$ cat src/rtl/common_madd_fixed_pkg.sv
// Shared constants and width helpers for the fixed-point multiply-add pipeline.
package common_madd_fixed_pkg;

    localparam int LATENCY = 4;

    function automatic int max_i(input int x, input int y);
        return (x > y) ? x : y;
    endfunction

    // Each operand carries one extension bit so signed and unsigned share one multiplier.
    function automatic int prod_w(input int aw, input int bw);
        return aw + bw + 2;
    endfunction

    function automatic int c_aligned_w(input int cw, input int cpoint, input int p);
        return (p >= cpoint) ? cw + 1 + (p - cpoint) : cw + 1;
    endfunction

    function automatic int sum_w(input int pw, input int caw);
        return max_i(pw, caw) + 1;
    endfunction

    function automatic int rescale_w(input int iw, input int shift);
        return (shift < 0) ? iw + 1 - shift : iw + 1;
    endfunction

endpackage

$ cat src/rtl/fixed_round_sat.sv
// Rescales a signed fixed-point sum to the output point, optionally rounds half-up, then saturates.
module fixed_round_sat
    import common_madd_fixed_pkg::*;
#(
    parameter int IN_W       = 66,
    parameter int SHIFT      = 16,
    parameter int OUT_WIDTH  = 32,
    parameter int OUT_SIGNED = 0,
    parameter int ROUND      = 0
) (
    input  logic signed [IN_W-1:0]      din,
    output logic        [OUT_WIDTH-1:0] dout
);

    localparam int CW  = max_i(rescale_w(IN_W, SHIFT), OUT_WIDTH + 2);
    localparam int RSH = (SHIFT > 0) ? SHIFT : 0;
    localparam int LSH = (SHIFT < 0) ? -SHIFT : 0;
    localparam logic signed [CW-1:0] HALF =
        (ROUND != 0 && RSH > 0) ? (CW'(1) <<< ((RSH > 0) ? RSH - 1 : 0)) : '0;

    function automatic logic signed [CW-1:0] rescale(input logic signed [IN_W-1:0] x);
        logic signed [CW-1:0] w;
        w = CW'(x);
        w = (w + HALF) >>> RSH;
        return w <<< LSH;
    endfunction

    function automatic logic [OUT_WIDTH-1:0] saturate(input logic signed [CW-1:0] x);
        logic signed [CW-1:0] hi;
        logic signed [CW-1:0] lo;
        if (OUT_SIGNED != 0) begin
            hi = (CW'(1) <<< (OUT_WIDTH - 1)) - CW'(1);
            lo = -(CW'(1) <<< (OUT_WIDTH - 1));
        end else begin
            hi = (CW'(1) <<< OUT_WIDTH) - CW'(1);
            lo = '0;
        end
        if (x > hi) return hi[OUT_WIDTH-1:0];
        if (x < lo) return lo[OUT_WIDTH-1:0];
        return x[OUT_WIDTH-1:0];
    endfunction

    assign dout = saturate(rescale(din));

endmodule

$ cat src/rtl/common_madd_fixed.sv
// Four-stage fixed-point out = a*b + c with valid/ready handshake and a global stall.
module common_madd_fixed
    import common_madd_fixed_pkg::*;
#(
    parameter int U_WIDTH    = 16,
    parameter int A_WIDTH    = 32,
    parameter int A_POINT    = 16,
    parameter int A_SIGNED   = 0,
    parameter int B_WIDTH    = 32,
    parameter int B_POINT    = 16,
    parameter int B_SIGNED   = 0,
    parameter int C_WIDTH    = 32,
    parameter int C_POINT    = 16,
    parameter int C_SIGNED   = 0,
    parameter int OUT_WIDTH  = 32,
    parameter int OUT_POINT  = 16,
    parameter int OUT_SIGNED = 0,
    parameter int ROUND      = 0,
    parameter int XILINX     = 1
) (
    input  logic                 clk,
    input  logic                 rstn,
    input  logic [A_WIDTH-1:0]   a_i,
    input  logic [B_WIDTH-1:0]   b_i,
    input  logic [C_WIDTH-1:0]   c_i,
    input  logic [U_WIDTH-1:0]   user_i,
    input  logic                 valid_i,
    output logic                 ready_o,
    output logic [OUT_WIDTH-1:0] out_o,
    output logic [U_WIDTH-1:0]   user_o,
    output logic                 valid_o,
    input  logic                 ready_i
);

    localparam int P     = A_POINT + B_POINT;
    localparam int PW    = prod_w(A_WIDTH, B_WIDTH);
    localparam int CAW   = c_aligned_w(C_WIDTH, C_POINT, P);
    localparam int SW    = sum_w(PW, CAW);
    localparam int CSH_L = (P >= C_POINT) ? P - C_POINT : 0;
    localparam int CSH_R = (P >= C_POINT) ? 0 : C_POINT - P;

    logic advance;
    logic vld_p0, vld_p1, vld_p2, vld_p3;

    logic [A_WIDTH-1:0]   a_p0;
    logic [B_WIDTH-1:0]   b_p0;
    logic [C_WIDTH-1:0]   c_p0;
    logic [U_WIDTH-1:0]   user_p0, user_p1, user_p2, user_p3;
    logic signed [A_WIDTH:0] a_ext;
    logic signed [B_WIDTH:0] b_ext;
    logic signed [PW-1:0] prod_p1;
    logic signed [CAW-1:0] c_al;
    logic signed [SW-1:0] sum_p2;
    logic [OUT_WIDTH-1:0] out_nx, out_p3;

    function automatic logic signed [CAW-1:0] align_c(input logic [C_WIDTH-1:0] c);
        logic signed [C_WIDTH:0] e;
        logic signed [CAW-1:0]   w;
        e = (C_SIGNED != 0) ? {c[C_WIDTH-1], c} : {1'b0, c};
        w = CAW'(e);
        return (w <<< CSH_L) >>> CSH_R;
    endfunction

    // A full pipeline only moves when the consumer takes the head result.
    assign advance = ready_i || !vld_p3;
    assign ready_o = advance && !rstn;

    always_ff @(posedge clk or posedge rstn) begin
        if (rstn) begin
            vld_p0 <= 1'b0;
            vld_p1 <= 1'b0;
            vld_p2 <= 1'b0;
            vld_p3 <= 1'b0;
        end else if (advance) begin
            vld_p0 <= valid_i;
            vld_p1 <= vld_p0;
            vld_p2 <= vld_p1;
            vld_p3 <= vld_p2;
        end
    end

    // p0: input register
    always_ff @(posedge clk) begin
        if (advance) begin
            a_p0    <= a_i;
            b_p0    <= b_i;
            c_p0    <= c_i;
            user_p0 <= user_i;
        end
    end

    assign a_ext = (A_SIGNED != 0) ? {a_p0[A_WIDTH-1], a_p0} : {1'b0, a_p0};
    assign b_ext = (B_SIGNED != 0) ? {b_p0[B_WIDTH-1], b_p0} : {1'b0, b_p0};

    // p1: multiply
    always_ff @(posedge clk) begin
        if (advance) begin
            prod_p1 <= PW'(a_ext) * PW'(b_ext);
            user_p1 <= user_p0;
        end
    end

    // DSP mode registers the pre-aligned addend like a C-port register; generic aligns at the adder.
    generate
        if (XILINX != 0) begin : g_dsp
            logic signed [CAW-1:0] c_al_p1;
            always_ff @(posedge clk) begin
                if (advance) c_al_p1 <= align_c(c_p0);
            end
            assign c_al = c_al_p1;
        end else begin : g_rtl
            logic [C_WIDTH-1:0] c_p1;
            always_ff @(posedge clk) begin
                if (advance) c_p1 <= c_p0;
            end
            assign c_al = align_c(c_p1);
        end
    endgenerate

    // p2: add
    always_ff @(posedge clk) begin
        if (advance) begin
            sum_p2  <= SW'(prod_p1) + SW'(c_al);
            user_p2 <= user_p1;
        end
    end

    fixed_round_sat #(
        .IN_W      (SW),
        .SHIFT     (P - OUT_POINT),
        .OUT_WIDTH (OUT_WIDTH),
        .OUT_SIGNED(OUT_SIGNED),
        .ROUND     (ROUND)
    ) u_round_sat (
        .din (sum_p2),
        .dout(out_nx)
    );

    // p3: round/saturate
    always_ff @(posedge clk) begin
        if (advance) begin
            out_p3  <= out_nx;
            user_p3 <= user_p2;
        end
    end

    assign out_o   = out_p3;
    assign user_o  = user_p3;
    assign valid_o = vld_p3;

endmodule

$ cat config.mk
export PLATFORM = sky130hd
export DESIGN_NAME = common_madd_fixed
export DESIGN_NICKNAME = d
export VERILOG_FILES = /design/src/rtl/common_madd_fixed_pkg.sv /design/src/rtl/fixed_round_sat.sv /design/src/rtl/common_madd_fixed.sv
export SDC_FILE = /design/constraint.sdc
export NUM_CORES = 2
export LEC_CHECK = 0
export ABC_CLOCK_PERIOD_IN_PS = 19550
export CAP_MARGIN = 20
export CORE_ASPECT_RATIO = 1.1
export CORE_MARGIN = 5
export CORE_UTILIZATION = 45
export CTS_CLUSTER_SIZE = 20
export DETAILED_ROUTE_END_ITERATION = 8
export PLACE_DENSITY = 0.65
export SYNTH_ARGS = -nofsm -noshare
export SYNTH_HDL_FRONTEND = slang
export SYNTH_SLANG_ARGS = --single-unit
$ cat constraint.sdc
create_clock -name clk -period 19.55 [get_ports clk]
set_clock_uncertainty 0.05 [all_clocks]
set_input_delay 3.91 -clock clk [delete_from_list [all_inputs] [get_ports clk]]
set_output_delay 3.91 -clock clk [all_outputs]
set_load 0.01 [all_outputs]
==> run summary <==
The flow ran to the end, and the final reports show no timing, DRC or antenna violations. Dividing the synthesized area by the synthesized cell count gives around 11 um^2. The port buffer count is approximately 170.

The sum of negative setup slack came out at 0 ns. The critical path is of the in2out type. Leaving out fill and tap cells, the most frequent cell in the layout is fa_1. In the synthesized netlist the dominant register cell turns out to be edfxtp_1.

The via count of the first global-routing pass is between 30000 and 40000. The post-route netlist has ~3.8% of its cells at a drive strength greater than 1. Gates resized during post-CTS repair numbered 0. The remaining antenna violation count after routing came out at 0. Counting I/O delays and the setup requirement, the final critical path takes 9.45 ns. The maximum clock rate is 106 MHz. The most numerous cell type found on the critical path is clkdlybuf4s50_1. The core footprint came out at 98600 um^2.

After detailed routing, the average wire length per cell comes to 19.6 um. The average vias per placed instance is roughly 5.2. The cell family contributing the most delay on the critical path is buffers and inverters. The worst setup path is captured at a primary output.

The type of the worst min-delay path is reg2reg. Measured along the x axis, the die boundary spans between 300 and 400 um. The depth of the most critical reg-to-reg path came out at 26. The number of pins with negative max-slew slack in the final report is 0. The residual overflow from global routing came out at 0.

The global-route usage over all layers is around a fifth. For the worst setup path, the data arrival time is roughly 5.5 ns. TritonCTS built the clock tree. During I/O placement, the number of pins put on the boundary was roughly 170.

The first detailed-routing pass took 5 iterations. The worst-path cell with the longest stage delay is clkdlybuf4s50_1. Summing all multi-input logic gate instances after layout gives between 30000 and 40000 um^2. In this run the post-CTS setup repair buffer count came out at 0. The CTS H-tree depth came out at 2. The tool flagged a number of max-cap violations equal to 0. The starting density of the core is roughly 45%. Along the worst path, the maximum fanout reaches 30. The final-report setup violation count is 0.

Dividing the final minimum period by the clock period gives between 40% and 50%. The via total after detailed routing is 29084. The clock-pin slew reported for the worst setup and hold paths after clock tree synthesis is 0.07 ns. The maximum buffer depth of the clock tree came out at 3.

The number of buffers added to fix hold violations after cts is 0. Setup repair after global routing left no endpoint under its margin. The full die area is 105000 um^2. The launch point of the worst hold path is c_p0[30]. The number of instances in the synthesized netlist came out at approximately 4200. The final number of hold-violating endpoints is 0.

The count of fill cells added during filler insertion came out at 8983. The signed area change from the synthesized netlist to the final layout came out at 10.3%. The floorplan die height is roughly 340 um. The synthesis-stage register bit count came out at between 300 and 400.

The critical path's largest stage delay came out at about 0.54 ns. The launching point of the worst reg2reg path is a_p0[12]. The critical path starts at ready_i. The number of clock buffers inserted by TritonCTS came out at 41.

Walking the worst path, the cells encountered are clkdlybuf4s50_1, nand2b_4, and2_1, clkdlybuf4s50_1. The count of flip-flops with a built-in enable after synthesis came out at roughly 320. The synthesis warning total came out at 0. The weighted congestion reported at the end of routability-driven placement is 0.869. The net count of the finished layout is between 5000 and 6000.

The fraction of the yosys area taken by sequential cells is 21.9%. The post-synthesis async set-or-reset flop share came out at between 1 and 1.5%. The distinct cell type count after synthesis came out at 64. The number of buffers and inverters on the critical path is 2. The worst hold path was traced through 0 stages. The wire length of the first global-routing pass came out at 173000 um. The element type at the critical path start is a primary input. Across the whole layout, storage elements account for between 9000 and 10000 um^2.

The library cells used most frequently in the layout, excluding fill and tap cells, are fa_1, inv_1, and2_1, nand2_1, edfxtp_1. The pin count of the biggest net entering global routing came out at ~180. The total detailed-routing wirelength came out at between 100000 and 150000 um. The later-pin clock latency in the skew report is ~0.64 ns. The initial antenna violation count is 4. The TritonCTS sink count came out at 325. CTS placed an instance of clkbuf_16 at the clock tree root.

The critical path depth came out at 4. The total DRC errors in the routed layout is 0. The cell area that synthesis handed to floorplanning was ~44000 um^2. The required time at the endpoint of the critical path came out at 15.59 ns. The count of standard-cell rows is 121. The synthesized netlist net count came out at roughly 5500.

The number of DRC markers in iteration 0 is about 1800. The actual slew at the worst max-slew pin is approximately 0.98 ns. Summed over all nets, the half-perimeter wirelength after detailed placement is roughly 80000 um.

The worst slew slack as a fraction of its limit came out at 34.5%.
-- worst paths after layout --
kind / to / slack (ns)
worst max-delay path: ready_o / 10.10
worst max register to register: prod_p1[61] / 11.24
min in group asynchronous: valid_o / 3.41
worst min register to register: c_al[46] / 0.36
worst min-delay path: c_al[46] / 0.36
max in group asynchronous: vld_p2 / 15.88
-- per-stage QoR --
stage	util, %	area [um^2]	setup slack (ns)	hold WS, ns	std cells
2_1_floorplan	-	44400	1.92	0.350	4195
6_report	49.7	49000	10.10	0.358	5588
4_1_cts	49.7	49000	10.05	0.359	5587
5_1_grt	49.7	49000	10.02	0.361	5587
3_5_place_dp	48.2	47500	10.05	0.355	5512
3_3_place_gp	48.2	47500	10.06	0.351	5512
-- sequential cells by signal, summed over array words and instances (netlist names), 32 cells and up --
| name | cells |
|---|---|
| out_o | 32 |
| prod_p1 | 48 |
| c_al | 32 |
| c_p0 | 32 |
| a_p0 | 32 |
| sum_p2 | 49 |
| b_p0 | 32 |
-- Yosys cell counts (all sizes together) (6+ instances only) --
| cell type | count | area (um^2) |
|---|---|---|
| fa | 896 | 17900 |
| inv | 875 | 3280 |
| and2 | 583 | 3650 |
| nand2 | 494 | 1850 |
| edfxtp | 321 | 9640 |
| ha | 292 | 3650 |
| clkbuf | 206 | 773 |
| a21oi | 88 | 455 |
| xnor2 | 55 | 482 |
| nand2b | 46 | 288 |
| a21o | 44 | 332 |
| o21ai | 39 | 206 |
| xor2 | 38 | 333 |
| nor2 | 32 | 120 |
| nand3 | 21 | 105 |
| nor3 | 19 | 95.1 |
| nand4 | 18 | 113 |
| a31oi | 16 | 128 |
| and3 | 13 | 81.3 |
| o21bai | 11 | 82.6 |
| o21a | 10 | 75.1 |
| a211oi | 8 | 60.1 |
| and4 | 8 | 70.1 |
| nor2b | 8 | 50.1 |
| nor4 | 6 | 37.5 |
-- layout make-up --
type,count,area share (%)
well taps,1291,3.30
clock buffers,43,2.11
clock inverters,32,1.01
inverters,875,6.70
diodes,1,0.00511
multi-input cells,2788,62.6
flip-flops and latches,325,19.9
repair buffers,233,4.44
-- worst reg2reg max path, stage by stage (launching register included) --
cell and delay (ns):
edfxtp_1 0.36, buf_4 0.50, and2_1 0.26, fa_1 0.44
fa_1 0.50, fa_1 0.51, inv_1 0.05, fa_1 0.47
inv_1 0.05, fa_1 0.49, inv_1 0.06, fa_1 0.53
inv_1 0.05, fa_1 0.47, inv_1 0.05, fa_1 0.51
inv_1 0.08, ha_1 0.41, nor2_1 0.08, o31ai_1 0.23
a31oi_1 0.13, a21oi_2 0.41, o21ba_4 0.36, a31oi_1 0.14
a311oi_2 0.49, a31oi_1 0.20, xnor2_1 0.18
-- cell families after synthesis --
logic type               after synthesis  synth area share, %
flip-flops                           325                 21.9
multiplexers                           3               0.0760
AND/OR/NAND/NOR                     1258                 14.8
buffers and inverters               1082                 9.14
AO/OA/AOI/OAI                        246                 3.68
XOR/XNOR                              93                 1.83
adder cells (fa/ha/maj)             1188                 48.6
-- layer usage --
metal | part of all wire, % | vias to the layer above | global-route usage [%] | routed length, um
met5 | 0.028 | - | 0 | 31
met4 | 3.6 | 4 | 7.22 | 3930
met3 | 8.1 | 225 | 4.62 | 8890
met2 | 47 | 1051 | 35.1 | 52100
met1 | 41 | 15032 | 28.1 | 44800
li1 | - | 12772 | - | -
Power is not shown: default switching activity piles up to over one toggle a cycle in this logic, so the estimate is an artifact.
